### src/rtl/alu_arbiter.sv
// alu_arbiter
//   Two-requester front end for a single shared, purely combinational ALU.
//   Each operation runs IDLE -> EXEC -> DONE:
//     - IDLE picks a winner and captures its opcode, operands and set-flags bit.
//     - EXEC pulses the winner's gnt and drives the ALU.
//     - DONE pulses the winner's done.
//   The block never computes anything itself. It only routes operands to the
//   ALU and registers what comes back.
//
// Build option:
//   ALU_ARB_FIXED_PRIO_EN  defined   : requester 0 wins every tie.
//                          undefined : round-robin between the requesters.
//
// Ports:
//   clk, reset               clock; asynchronous active-high reset
//   req0/req1                request from requester 0 / 1
//   op0/op1                  5-bit opcode per requester
//   a0/b0, a1/b1             32-bit operands per requester
//   sf0/sf1                  set-flags enable per requester
//   gnt0/gnt1                one-cycle grant pulse (operands captured)
//   done0/done1              one-cycle completion pulse (res valid)
//   res                      result of the last completed operation
//   nzcv                     flag register {N,Z,C,V}
//   alu_op/alu_a/alu_b       drive to the shared ALU (zero outside EXEC)
//   alu_cin                  carry into the ALU, always nzcv C
//   alu_res/alu_n/alu_z/
//   alu_c/alu_v              combinational returns from the ALU
module alu_arbiter (
   input  logic        clk,
   input  logic        reset,
   input  logic        req0,
   input  logic        req1,
   input  logic [4:0]  op0,
   input  logic [4:0]  op1,
   input  logic [31:0] a0,
   input  logic [31:0] b0,
   input  logic [31:0] a1,
   input  logic [31:0] b1,
   input  logic        sf0,
   input  logic        sf1,
   output logic        gnt0,
   output logic        gnt1,
   output logic        done0,
   output logic        done1,
   output logic [31:0] res,
   output logic [3:0]  nzcv,
   output logic [4:0]  alu_op,
   output logic [31:0] alu_a,
   output logic [31:0] alu_b,
   output logic        alu_cin,
   input  logic [31:0] alu_res,
   input  logic        alu_n,
   input  logic        alu_z,
   input  logic        alu_c,
   input  logic        alu_v
);

   typedef enum logic [1:0] {IDLE, EXEC, DONE} state_t;

   state_t state;
   logic   win;    // identity of the captured requester (1 = requester 1)
   logic   lsf;    // captured set-flags enable
   logic   pick;   // requester that would win if arbitration happened now

`ifdef ALU_ARB_FIXED_PRIO_EN
   always_comb begin
      pick = ~req0;
   end
`else
   logic last;     // requester granted most recently

   always_comb begin
      pick = (req0 && req1) ? ~last : ~req0;
   end
`endif

   assign alu_cin = nzcv[1];

   // The ALU drive registers double as the operand latch. They are loaded on
   // the IDLE->EXEC edge and cleared on EXEC->DONE, so the ALU sees the
   // captured operands exactly during EXEC and zero at all other times.
   always_ff @(posedge clk or posedge reset) begin
      if (reset) begin
         state  <= IDLE;
         win    <= 1'b0;
         lsf    <= 1'b0;
         gnt0   <= 1'b0;
         gnt1   <= 1'b0;
         done0  <= 1'b0;
         done1  <= 1'b0;
         res    <= '0;
         nzcv   <= '0;
         alu_op <= '0;
         alu_a  <= '0;
         alu_b  <= '0;
`ifndef ALU_ARB_FIXED_PRIO_EN
         last   <= 1'b1;
`endif
      end else begin
         gnt0  <= 1'b0;
         gnt1  <= 1'b0;
         done0 <= 1'b0;
         done1 <= 1'b0;
         case (state)
            IDLE: begin
               if (req0 || req1) begin
                  win    <= pick;
                  lsf    <= pick ? sf1 : sf0;
                  alu_op <= pick ? op1 : op0;
                  alu_a  <= pick ? a1  : a0;
                  alu_b  <= pick ? b1  : b0;
                  gnt0   <= ~pick;
                  gnt1   <= pick;
`ifndef ALU_ARB_FIXED_PRIO_EN
                  last   <= pick;
`endif
                  state  <= EXEC;
               end
            end
            EXEC: begin
               res <= alu_res;
               if (lsf) begin
                  nzcv <= {alu_n, alu_z, alu_c, alu_v};
               end
               alu_op <= '0;
               alu_a  <= '0;
               alu_b  <= '0;
               done0  <= ~win;
               done1  <= win;
               state  <= DONE;
            end
            DONE: begin
               state <= IDLE;
            end
            default: begin
               state <= IDLE;
            end
         endcase
      end
   end

endmodule
### config.mk
export PLATFORM = sky130hd
export DESIGN_NAME = alu_arbiter
export DESIGN_NICKNAME = d
export VERILOG_FILES = /design/src/rtl/alu_arbiter.sv
export SDC_FILE = /design/constraint.sdc
export NUM_CORES = 1
export LEC_CHECK = 0
export ABC_CLOCK_PERIOD_IN_PS = 3520
export CAP_MARGIN = 40
export CORE_AREA = 2 2 124 126
export CTS_BUF_LIST = sky130_fd_sc_hd__clkbuf_16
export CTS_CLUSTER_SIZE = 14
export DETAILED_ROUTE_END_ITERATION = 10
export DIE_AREA = 0 0 126 128
export PLACE_DENSITY = 0.79
export RECOVER_POWER = 25
export SYNTH_ARGS = -nofsm -noshare
export SYNTH_HDL_FRONTEND = slang
export SYNTH_SLANG_ARGS = --single-unit
### constraint.sdc
create_clock -name clk -period 3.52 [get_ports clk]
set_clock_uncertainty 0.1 [all_clocks]
set_input_delay 0.528 -clock clk [delete_from_list [all_inputs] [get_ports clk]]
set_output_delay 0.528 -clock clk [all_outputs]
set_load 0.005 [all_outputs]
==> summary.md <==
| Metric | Value |
|---|---|
| Starting Density | `33.3%` |
| Final Max Slew Viols | `115` |
| RD Place Congestion | `0.840` |
| Die height | `128 µm` |
| Peak VDD IR | `385 µV` |
| Max Fclk | `448 MHz` |
| Final Setup Violations | `0` |
| Lkg Pwr | `3.51 nW` |
| Hold Violations, Final | `0` |
| Via count | `4,742` |
| Status | `finished with violations` |
| Crit path capture type | `asynchronous set/reset pin` |
| Pwr/cell area | `854 mW/mm²` |
| FF+latch count, synth | `114` |
| Synth Net Count | `605` |
| Crit-path slowest cell | `clkbuf_4` |
| Post-CTS setup buffers | `0` |
| Worst EP required | `3.65 ns` |
| First-pass GRT wire length | `26,100 µm` |
| Crit path kind | `in2async` |
| Router iterations before antenna repair | `4` |
| CP arrival | `2.36 ns` |
| Hold path start | `win$_DFFE_PP0P_` |
| Final min period | `2.23 ns` |
| Worst setup startpoint | `reset` |
| Max_cap viols | `1` |
| Largest net degree at the start of global routing | `115` |
| Worst-path clk slew | `0.05 ns` |
| Port bufs | `289` |
| Routed WL per cell | `18.7 µm` |
| Netlist Area Pre-Place | `0.00495 mm²` |
| TritonCTS clock tree | `done` |
| Worst Max-Slew Pin Slew | `1.54 ns` |
| Std cell rows | `45` |
| Hold Slack | `0.358 ns` |
| Post-route ant nets | `0` |
| CTS Sinks | `114` |
| Gr usage total | `20.5%` |
| Setup TNS | `0 ns` |
| Die ar. | `0.0161 mm²` |
| Routed Wire Length | `16,800 µm` |
| DR iter-0 viols | `298` |
| RSZ-0062 raised after global routing | `false` |
| Yosys warnings | `0` |
| Gate count of the mapped netlist | `425` |
| Fillers | `1,247` |
| Clk buf depth | `2` |
| Worst min path class | `reg2reg` |
| Crit share post-route | `63.4%` |
| Vias per cell | `5.28` |
| Seq/Total Area, Yosys | `57.7%` |
| GR Overflow Total | `0` |
| Num CTS Buffers | `17` |
| Worst skew pair latency | `0.40 ns` |
| Synthesis-to-finish area growth | `71.4%` |
| Worst slew margin | `-2.39%` |
| Layout cells sized above 1 | `10.7%` |
| Post-CTS Hold Buffers | `0` |
| Distinct cell type count after synthesis | `21` |
| Placed cell area | `0.00792 mm²` |
| Area of the multi-input gates | `0.00185 mm²` |
| Core ar. | `0.0149 mm²` |
| Chip width | `126 µm` |
| Worst-path cell chain | `dlygate4sd3_1, clkinvlp_4, clkbuf_4` |
| Worst r2r src | `state[0]$_DFFE_PP0P_` |
| CP max FO | `114` |
| Synth Area per Inst | `11.6 µm²` |
| CTS resizes | `0` |
| # H-tree levels | `4` |
| Root buf cell | `clkbuf_16` |
| DRC Markers | `0` |
| CP startpoint kind | `input port` |
| Design Area, Final | `0.00848 mm²` |
| Failing checks | `max-capacitance violations, max-slew violations` |
| Register Area | `0.00285 mm²` |
| Final layout net count | `876` |
| Antenna violations before repair | `1` |
| Hpwl dp | `11,700 µm` |
| Worst path max stage delay | `1.14 ns` |
| Vias in the first global route | `5,042` |
| Top-level I/O count | `290` |
sequential cells by signal (all words and copies together) (netlist names):
| name | cells |
|---|---|
| gnt0 | 1 |
| alu_a | 32 |
| alu_b | 32 |
| last | 1 |
| gnt1 | 1 |
| win | 1 |
| alu_op | 5 |
| nzcv | 4 |
| state | 2 |
| done1 | 1 |
| res | 32 |
| done0 | 1 |
| lsf | 1 |
placed cells by master, fill, tap and decap left out, drive strengths merged:
cell             n
a21oi            2
bufinv           3
dfstp            1
dlygate4sd3      1
a2bb2oi          1
nor2             4
diode            1
or2              2
o211a            1
mux2            36
clkinv           7
nor2b            3
nor3            70
dfrtp          113
clkbuf          18
inv              4
nand2           72
and2             3
clkinvlp         3
a221o           69
o21ai            1
o21bai           1
clkdlybuf4s50  287
buf              7
critical path: cells and delay by family:
kind     cells  cell delay (ns)
buf+inv      3             1.78
worst paths after layout:
kind                                               to  slack (ns)  cells after the start
worst max-delay path             alu_b[5]$_DFFE_PP0P_        1.29                      3
worst min-delay path                  done0$_DFF_PP0_        0.36                      1
worst max register to register   alu_a[3]$_DFFE_PP0P_        1.42                      4
worst min register to register        done0$_DFF_PP0_        0.36                      1
max in group clk                alu_a[23]$_DFFE_PP0P_        1.36                      5
min in group asynchronous       alu_b[27]$_DFFE_PP0P_        1.10                      3
cell usage after synthesis:
| cell type | n | area share [%] |
|---|---|---|
| o211a_1 | 1 | 0.20 |
| buf_6 | 7 | 1.6 |
| nand2_1 | 72 | 5.5 |
| o21bai_2 | 1 | 0.23 |
| a221o_1 | 69 | 14 |
| clkbuf_1 | 20 | 1.5 |
| dfstp_2 | 1 | 0.53 |
| nor3_1 | 69 | 7.0 |
| a2bb2oi_1 | 1 | 0.18 |
| nor2b_1 | 3 | 0.38 |
| o21ai_0 | 1 | 0.10 |
| mux2_2 | 36 | 8.2 |
| nor3_4 | 1 | 0.33 |
| or2_1 | 2 | 0.25 |
| and2_1 | 3 | 0.38 |
| buf_2 | 14 | 1.4 |
| inv_1 | 2 | 0.15 |
| dfrtp_1 | 113 | 57 |
| a21oi_1 | 2 | 0.20 |
| nor2_1 | 4 | 0.30 |
| buf_4 | 3 | 0.46 |
layer usage:
| metal | up-vias | track usage [%] | part of all wire, % |
|---|---|---|---|
| li1 | 2125 | - | - |
| met1 | 2330 | 24.3 | 38 |
| met2 | 253 | 34.6 | 51 |
| met3 | 34 | 5.43 | 8.3 |
| met4 | 0 | 9.89 | 2.8 |
| met5 | - | 0 | 0 |
final cells by class:
| type | count | share of cell area, % |
|---|---|---|
| Inverter | 2 | 0.133 |
| Timing Repair Buffer | 296 | 34.8 |
| Multi-Input combinational cell | 265 | 21.8 |
| Clock inverter | 15 | 1.79 |
| Tap cell | 188 | 2.77 |
| Clock buffer | 17 | 5.02 |
| Antenna cell | 1 | 0.0295 |
| Sequential cell | 114 | 33.7 |
cells by family (layout without fill, tap and decap cells):
family / after synthesis / after routing / share of synthesized area, %
AND/OR/NAND/NOR: 154 / 154 / 14.1
flip-flops: 114 / 114 / 57.7
AO/OA/AOI/OAI: 75 / 75 / 14.9
buffers and inverters: 46 / 330 / 5.14
multiplexers: 36 / 36 / 8.20
other: 0 / 1 / 0
metrics by stage:
step           utilization, %  power (mW)  setup slack, ns  std cells
6_report                 57.0        7.24             1.29        898
5_1_grt                  57.0        7.63            0.929        898
4_1_cts                  57.1        7.32             1.42        897
3_5_place_dp             53.2        5.60            0.971        865
3_3_place_gp             53.2        5.47             1.05        865
2_1_floorplan               -        3.78             1.51        425
report_power, final:
part	total [mW]	internal, mW	switching (mW)
combinational	3.20	1.93	1.27
sequential	2.36	1.97	0.393
clock	1.68	1.09	0.588
total	7.24	4.99	2.25
Power figures use the tool's default switching activity.
